==> src/rtl/cc_regbank_writer.sv <==
// Write side of the datapath register bank: decodes the C-bus destination from the MIR C field
// or the instruction rd field and commits C-bus data into 16 registers (r0 hardwired to zero).
module cc_regbank_writer #(
    parameter int DATAWIDTH_SCRATCHPAD_SELECTION = 5,
    parameter int DATAWIDTH_MIR_SELECTION        = 6,
    parameter int DATAWIDTH_BUS                  = 32,
    parameter int NUM_REGISTERS                  = 16
) (
    input  logic                                      CC_REGBANK_CLOCK_50,
    input  logic                                      CC_REGBANK_RESET_InLow,
    input  logic [DATAWIDTH_BUS-1:0]                  CC_REGBANK_data_InBus,
    input  logic                                      CC_REGBANK_Write_In,
    input  logic                                      CC_REGBANK_Select_In,
    input  logic [DATAWIDTH_MIR_SELECTION-1:0]        CC_REGBANK_MIRSelection_InBus,
    input  logic [DATAWIDTH_SCRATCHPAD_SELECTION-1:0] CC_REGBANK_ScratchpadSelection_InBus,
    input  logic                                      CC_REGBANK_ErrorClear_In,
    output logic [DATAWIDTH_BUS-1:0]                  CC_REGBANK_data0_OutBus,
    output logic [DATAWIDTH_BUS-1:0]                  CC_REGBANK_data1_OutBus,
    output logic [DATAWIDTH_BUS-1:0]                  CC_REGBANK_data2_OutBus,
    output logic [DATAWIDTH_BUS-1:0]                  CC_REGBANK_data3_OutBus,
    output logic [DATAWIDTH_BUS-1:0]                  CC_REGBANK_data4_OutBus,
    output logic [DATAWIDTH_BUS-1:0]                  CC_REGBANK_data5_OutBus,
    output logic [DATAWIDTH_BUS-1:0]                  CC_REGBANK_data6_OutBus,
    output logic [DATAWIDTH_BUS-1:0]                  CC_REGBANK_data7_OutBus,
    output logic [DATAWIDTH_BUS-1:0]                  CC_REGBANK_data8_OutBus,
    output logic [DATAWIDTH_BUS-1:0]                  CC_REGBANK_data9_OutBus,
    output logic [DATAWIDTH_BUS-1:0]                  CC_REGBANK_data10_OutBus,
    output logic [DATAWIDTH_BUS-1:0]                  CC_REGBANK_data11_OutBus,
    output logic [DATAWIDTH_BUS-1:0]                  CC_REGBANK_data12_OutBus,
    output logic [DATAWIDTH_BUS-1:0]                  CC_REGBANK_data13_OutBus,
    output logic [DATAWIDTH_BUS-1:0]                  CC_REGBANK_data14_OutBus,
    output logic [DATAWIDTH_BUS-1:0]                  CC_REGBANK_data15_OutBus,
    output logic                                      CC_REGBANK_WriteAck_Out,
    output logic [NUM_REGISTERS-1:0]                  CC_REGBANK_Valid_OutBus,
    output logic                                      CC_REGBANK_Error_Out
);

    localparam int DEST_W = (DATAWIDTH_MIR_SELECTION > DATAWIDTH_SCRATCHPAD_SELECTION)
                          ? DATAWIDTH_MIR_SELECTION : DATAWIDTH_SCRATCHPAD_SELECTION;
    localparam int IDX_W  = $clog2(NUM_REGISTERS);
    localparam logic [DEST_W-1:0] NUM_REGS_D = DEST_W'(NUM_REGISTERS);

    logic [DATAWIDTH_BUS-1:0] regs_q [NUM_REGISTERS];
    logic [DATAWIDTH_BUS-1:0] regs_d [NUM_REGISTERS];
    logic [NUM_REGISTERS-1:0] valid_q, valid_d;
    logic                     ack_q, ack_d;
    logic                     err_q, err_d;

    logic [DEST_W-1:0] dest;
    logic [IDX_W-1:0]  dest_idx;
    logic              in_range;
    logic              commit;
    logic              bad_write;

    always_comb begin
        dest      = CC_REGBANK_Select_In ? DEST_W'(CC_REGBANK_MIRSelection_InBus)
                                         : DEST_W'(CC_REGBANK_ScratchpadSelection_InBus);
        dest_idx  = dest[IDX_W-1:0];
        in_range  = (dest < NUM_REGS_D);
        commit    = CC_REGBANK_Write_In && in_range;
        bad_write = CC_REGBANK_Write_In && !in_range;
    end

    // r0 is never loaded, so it reads zero forever; a write to it is still acknowledged.
    always_comb begin
        for (int i = 0; i < NUM_REGISTERS; i++) begin
            regs_d[i] = regs_q[i];
        end
        valid_d = valid_q;
        if (commit && (dest_idx != '0)) begin
            regs_d[dest_idx]  = CC_REGBANK_data_InBus;
            valid_d[dest_idx] = 1'b1;
        end
        ack_d = commit;
        // A new out-of-range write outranks a clear on the same edge.
        if (bad_write) begin
            err_d = 1'b1;
        end else if (CC_REGBANK_ErrorClear_In) begin
            err_d = 1'b0;
        end else begin
            err_d = err_q;
        end
    end

    always_ff @(posedge CC_REGBANK_CLOCK_50 or negedge CC_REGBANK_RESET_InLow) begin
        if (!CC_REGBANK_RESET_InLow) begin
            for (int i = 0; i < NUM_REGISTERS; i++) begin
                regs_q[i] <= '0;
            end
            valid_q <= '0;
            ack_q   <= 1'b0;
            err_q   <= 1'b0;
        end else begin
            for (int i = 0; i < NUM_REGISTERS; i++) begin
                regs_q[i] <= regs_d[i];
            end
            valid_q <= valid_d;
            ack_q   <= ack_d;
            err_q   <= err_d;
        end
    end

    assign CC_REGBANK_data0_OutBus  = regs_q[0];
    assign CC_REGBANK_data1_OutBus  = regs_q[1];
    assign CC_REGBANK_data2_OutBus  = regs_q[2];
    assign CC_REGBANK_data3_OutBus  = regs_q[3];
    assign CC_REGBANK_data4_OutBus  = regs_q[4];
    assign CC_REGBANK_data5_OutBus  = regs_q[5];
    assign CC_REGBANK_data6_OutBus  = regs_q[6];
    assign CC_REGBANK_data7_OutBus  = regs_q[7];
    assign CC_REGBANK_data8_OutBus  = regs_q[8];
    assign CC_REGBANK_data9_OutBus  = regs_q[9];
    assign CC_REGBANK_data10_OutBus = regs_q[10];
    assign CC_REGBANK_data11_OutBus = regs_q[11];
    assign CC_REGBANK_data12_OutBus = regs_q[12];
    assign CC_REGBANK_data13_OutBus = regs_q[13];
    assign CC_REGBANK_data14_OutBus = regs_q[14];
    assign CC_REGBANK_data15_OutBus = regs_q[15];
    assign CC_REGBANK_WriteAck_Out  = ack_q;
    assign CC_REGBANK_Valid_OutBus  = valid_q;
    assign CC_REGBANK_Error_Out     = err_q;

endmodule

==> config.mk <==
export PLATFORM = sky130hd
export DESIGN_NAME = cc_regbank_writer
export DESIGN_NICKNAME = d
export VERILOG_FILES = /design/src/rtl/cc_regbank_writer.sv
export SDC_FILE = /design/constraint.sdc
export NUM_CORES = 1
export LEC_CHECK = 0
export ABC_AREA = 1
export ABC_CLOCK_PERIOD_IN_PS = 1000
export CORE_AREA = 2 2 224 226
export CTS_CLUSTER_SIZE = 8
export DETAILED_ROUTE_END_ITERATION = 12
export DIE_AREA = 0 0 226 228
export PLACE_DENSITY_LB_ADDON = 0.08
export SKIP_CTS_REPAIR_TIMING = 1
export SYNTH_ARGS = -nofsm -noshare
export SYNTH_HDL_FRONTEND = slang
export SYNTH_SLANG_ARGS = --single-unit
export TNS_END_PERCENT = 10
==> constraint.sdc <==
create_clock -name CC_REGBANK_CLOCK_50 -period 1 [get_ports CC_REGBANK_CLOCK_50]
set_clock_uncertainty 0.2 [all_clocks]
set_input_delay 0.2 -clock CC_REGBANK_CLOCK_50 [delete_from_list [all_inputs] [get_ports CC_REGBANK_CLOCK_50]]
set_output_delay 0.2 -clock CC_REGBANK_CLOCK_50 [all_outputs]
set_load 0.01 [all_outputs]
==> key figures <==
Global route
  • Total grt overflow: 0
  • First-pass GRT wire length: 122 mm
  • Largest net degree at the start of global routing: 74
  • Antenna violations before repair: 7
  • Total track usage: 0.316
  • Vias in the first global route: 18900

Detailed routing
  • Routed wire length: 83.0 mm
  • Iter 0 DRT Violations: 1714
  • Vias/cell: 5.12
  • Antenna-violating nets left: 0
  • Wirelength per Cell: 22.1 um
  • Pre-antenna DRT Iters: 6
  • Via count: 19200
  • DRC viols: 0

Timing
  • Worst slew margin: 0.739
  • Tightest Pin Transition: 391 ps
  • Minimum hold slack: -20.8 ps
  • Max Clk Rate: 632 MHz
  • Unrepaired setup endpoints after global routing: true
  • Final WS setup: -583 ps
  • Max-slew violation count: 0
  • Period utilization: 1.58
  • Final setup viols: 1026
  • Final hold viol count: 1
  • Crit path time final: 1580 ps

Critical path
  • Critical-path cell list: buf_6
  • CP delay by family, top: flip-flops
  • Crit path DAT: 1180 ps
  • Worst EP required: 600 ps
  • Worst R2R Setup Slack: -80 ps
  • Buf/Inv on CP: 1
  • CP Capture Type: output port
  • Crit path max-delay cell type: dfrtp_2
  • Slowest stage delay, CP: 440 ps
  • Critical Path Fanout Max: 2
  • Critical path class: reg2out
  • Crit start category: flip-flop

Run status
  • Outcome: complete, but fails checks
  • Failing checks: hold timing, setup timing

Layout
  • Layout fillers: 4054
  • Most common cell after layout, fill and taps aside: nand2_1
  • Share of cells above drive strength 1: 0.222
  • Finished Core Util: 0.654
  • Combined area of the multi-input logic cells: 6500 um2
  • Synth-to-Final Area Change: 55.2%
  • Fin area: 32300 um2
  • Final nets: 3116
  • Most frequent cells in the layout: 1011 x nand2_1, 529 x dfrtp_1, 483 x nand3_1, 296 x dlymetal6s2s_1, 239 x buf_4
  • Reg area: 13300 um2

Pwr
  • Leak pwr: 21.4 nW
  • Power Dens Cells: 2150 nW/um2
  • Worst VDD drop: 1490 uV

Floorplan
  • I/O pin total: 578
  • # rows: 82
  • Die extent in x: 226 um
  • Core area: 49300 um2
  • Initial Util: 0.421
  • Die Y: 228 um
  • Die area: 51500 um2

Synthesis
  • Post-synthesis sequential area ratio: 0.638
  • Synth area leader: dfrtp_1
  • Yosys top cell area share: 0.638
  • Synth Register Bits: 530
  • Synthesis Warnings: 0
  • Library cells used by synthesis: 17
  • Syn Area/Cell: 9.06 um2
  • Mapped Nets: 2341
  • Synthesized cell area: 20800 um2
  • Largest cells by area after synthesis: dfrtp_1 64%, nand2_1 18%, nand3_1 12%
  • Post-Synthesis Cells: 2293

Placement
  • GPL Wtd Cong: 0.859
  • DP HPWL: 55.1 mm
  • IO Port Bufs: 577
  • DP Area: 29700 um2

Clocking
  • Clock Latency Late Sink: 590 ps
  • Clock transition at path regs: 50 ps
  • CTS buffer count: 76
  • Htree depth: 3
  • Clk sinks: 530
  • Clk buf depth: 3
  • Clock Root Buffer: clkbuf_16
  • CTS tree: done

Run
  • Max Cap Viol: 0

Worst hold path
  • Hold Path Class: in2reg
[sequential cells by signal (all words and copies together) (netlist names)]
signal                    flops
CC_REGBANK_data0_OutBus      32
CC_REGBANK_data10_OutBus     32
CC_REGBANK_data11_OutBus     32
CC_REGBANK_data12_OutBus     32
CC_REGBANK_data13_OutBus     32
CC_REGBANK_data14_OutBus     32
CC_REGBANK_data15_OutBus     32
CC_REGBANK_data1_OutBus      32
CC_REGBANK_data2_OutBus      32
CC_REGBANK_data3_OutBus      32
CC_REGBANK_data4_OutBus      32
CC_REGBANK_data5_OutBus      32
CC_REGBANK_data6_OutBus      32
CC_REGBANK_data7_OutBus      32
CC_REGBANK_data8_OutBus      32
CC_REGBANK_data9_OutBus      32
CC_REGBANK_Valid_OutBus      16
CC_REGBANK_Error_Out          1
CC_REGBANK_WriteAck_Out       1
[power breakdown]
| part | total (mW) | switching, mW | internal (mW) |
|---|---|---|---|
| clock network | 22.7 | 8.96 | 13.8 |
| registers | 28.2 | 2.69 | 25.5 |
| logic | 18.3 | 9.19 | 9.09 |
| total | 69.2 | 20.8 | 48.4 |
[cell families after synthesis]
kind of cell,share of synthesized area
DFF,0.638
buffers and inverters,0.0518
AOI/OAI and AO/OA,0.000241
and+or+nand+nor,0.310
[through the flow]
| stage | total power, mW | setup slack (ps) | setup TNS [ps] | hold WS [ps] | cells |
|---|---|---|---|---|---|
| global placement | 47.3 | -1390 | -802500 | 56.6 | 3607 |
| finish | 69.2 | -583 | -504280 | -20.8 | 3753 |
| floorplan | 33.7 | -495 | -227920 | -296 | 2293 |
| global route | 72.2 | -617 | -566510 | -7.19 | 3752 |
| detailed placement | 47.6 | -1390 | -809630 | 52.8 | 3607 |
| CTS | 70.6 | -1080 | -840340 | -579 | 3693 |
[path summary, 6_finish.rpt]
kind | endpoint | from | cells after the start
worst min register to register | CC_REGBANK_data0_OutBus[27] | CC_REGBANK_data0_OutBus[27] | 0
worst max register to register | CC_REGBANK_data12_OutBus[28] | CC_REGBANK_data12_OutBus[28] | 4
max in group asynchronous | CC_REGBANK_data1_OutBus[31] | CC_REGBANK_RESET_InLow | 4
worst min-delay path | CC_REGBANK_Error_Out | CC_REGBANK_ErrorClear_In | 2
worst max-delay path | CC_REGBANK_data10_OutBus[0] | CC_REGBANK_data10_OutBus[0] | 1
min in group asynchronous | CC_REGBANK_data15_OutBus[28] | CC_REGBANK_RESET_InLow | 3
[cell usage after synthesis]
library cell  instances
nand4_1               1
nor2_1                3
nand3_2               8
nor2_2                9
inv_1                25
buf_4                23
dfrtp_1             530
nand3_1             483
nand2_1            1014
buf_1                 1
nor2_4                4
o21ai_0               1
clkbuf_1            115
inv_2                 1
buf_2                72
buf_6                 1
nand2_2               2
[layout make-up]
cell class / instances / area share
Clock buffer: 80 / 0.0611
Tap cell: 672 / 0.0261
Inverter: 26 / 0.00303
Clock inverter: 6 / 0.00175
Timing Repair Buffer: 909 / 0.295
Sequential cell: 530 / 0.411
Multi-Input combinational cell: 1525 / 0.202
Antenna cell: 5 / 0.000388
[per-layer routing]
| layer | up-vias | GRT usage | wire [um] |
|---|---|---|---|
| li1 | 8784 | - | - |
| met1 | 9349 | 0.399 | 32500 |
| met2 | 899 | 0.506 | 39800 |
| met3 | 168 | 0.0903 | 7370 |
| met4 | 4 | 0.141 | 3360 |
| met5 | - | 0 | 27 |
Power figures use the tool's default switching activity.
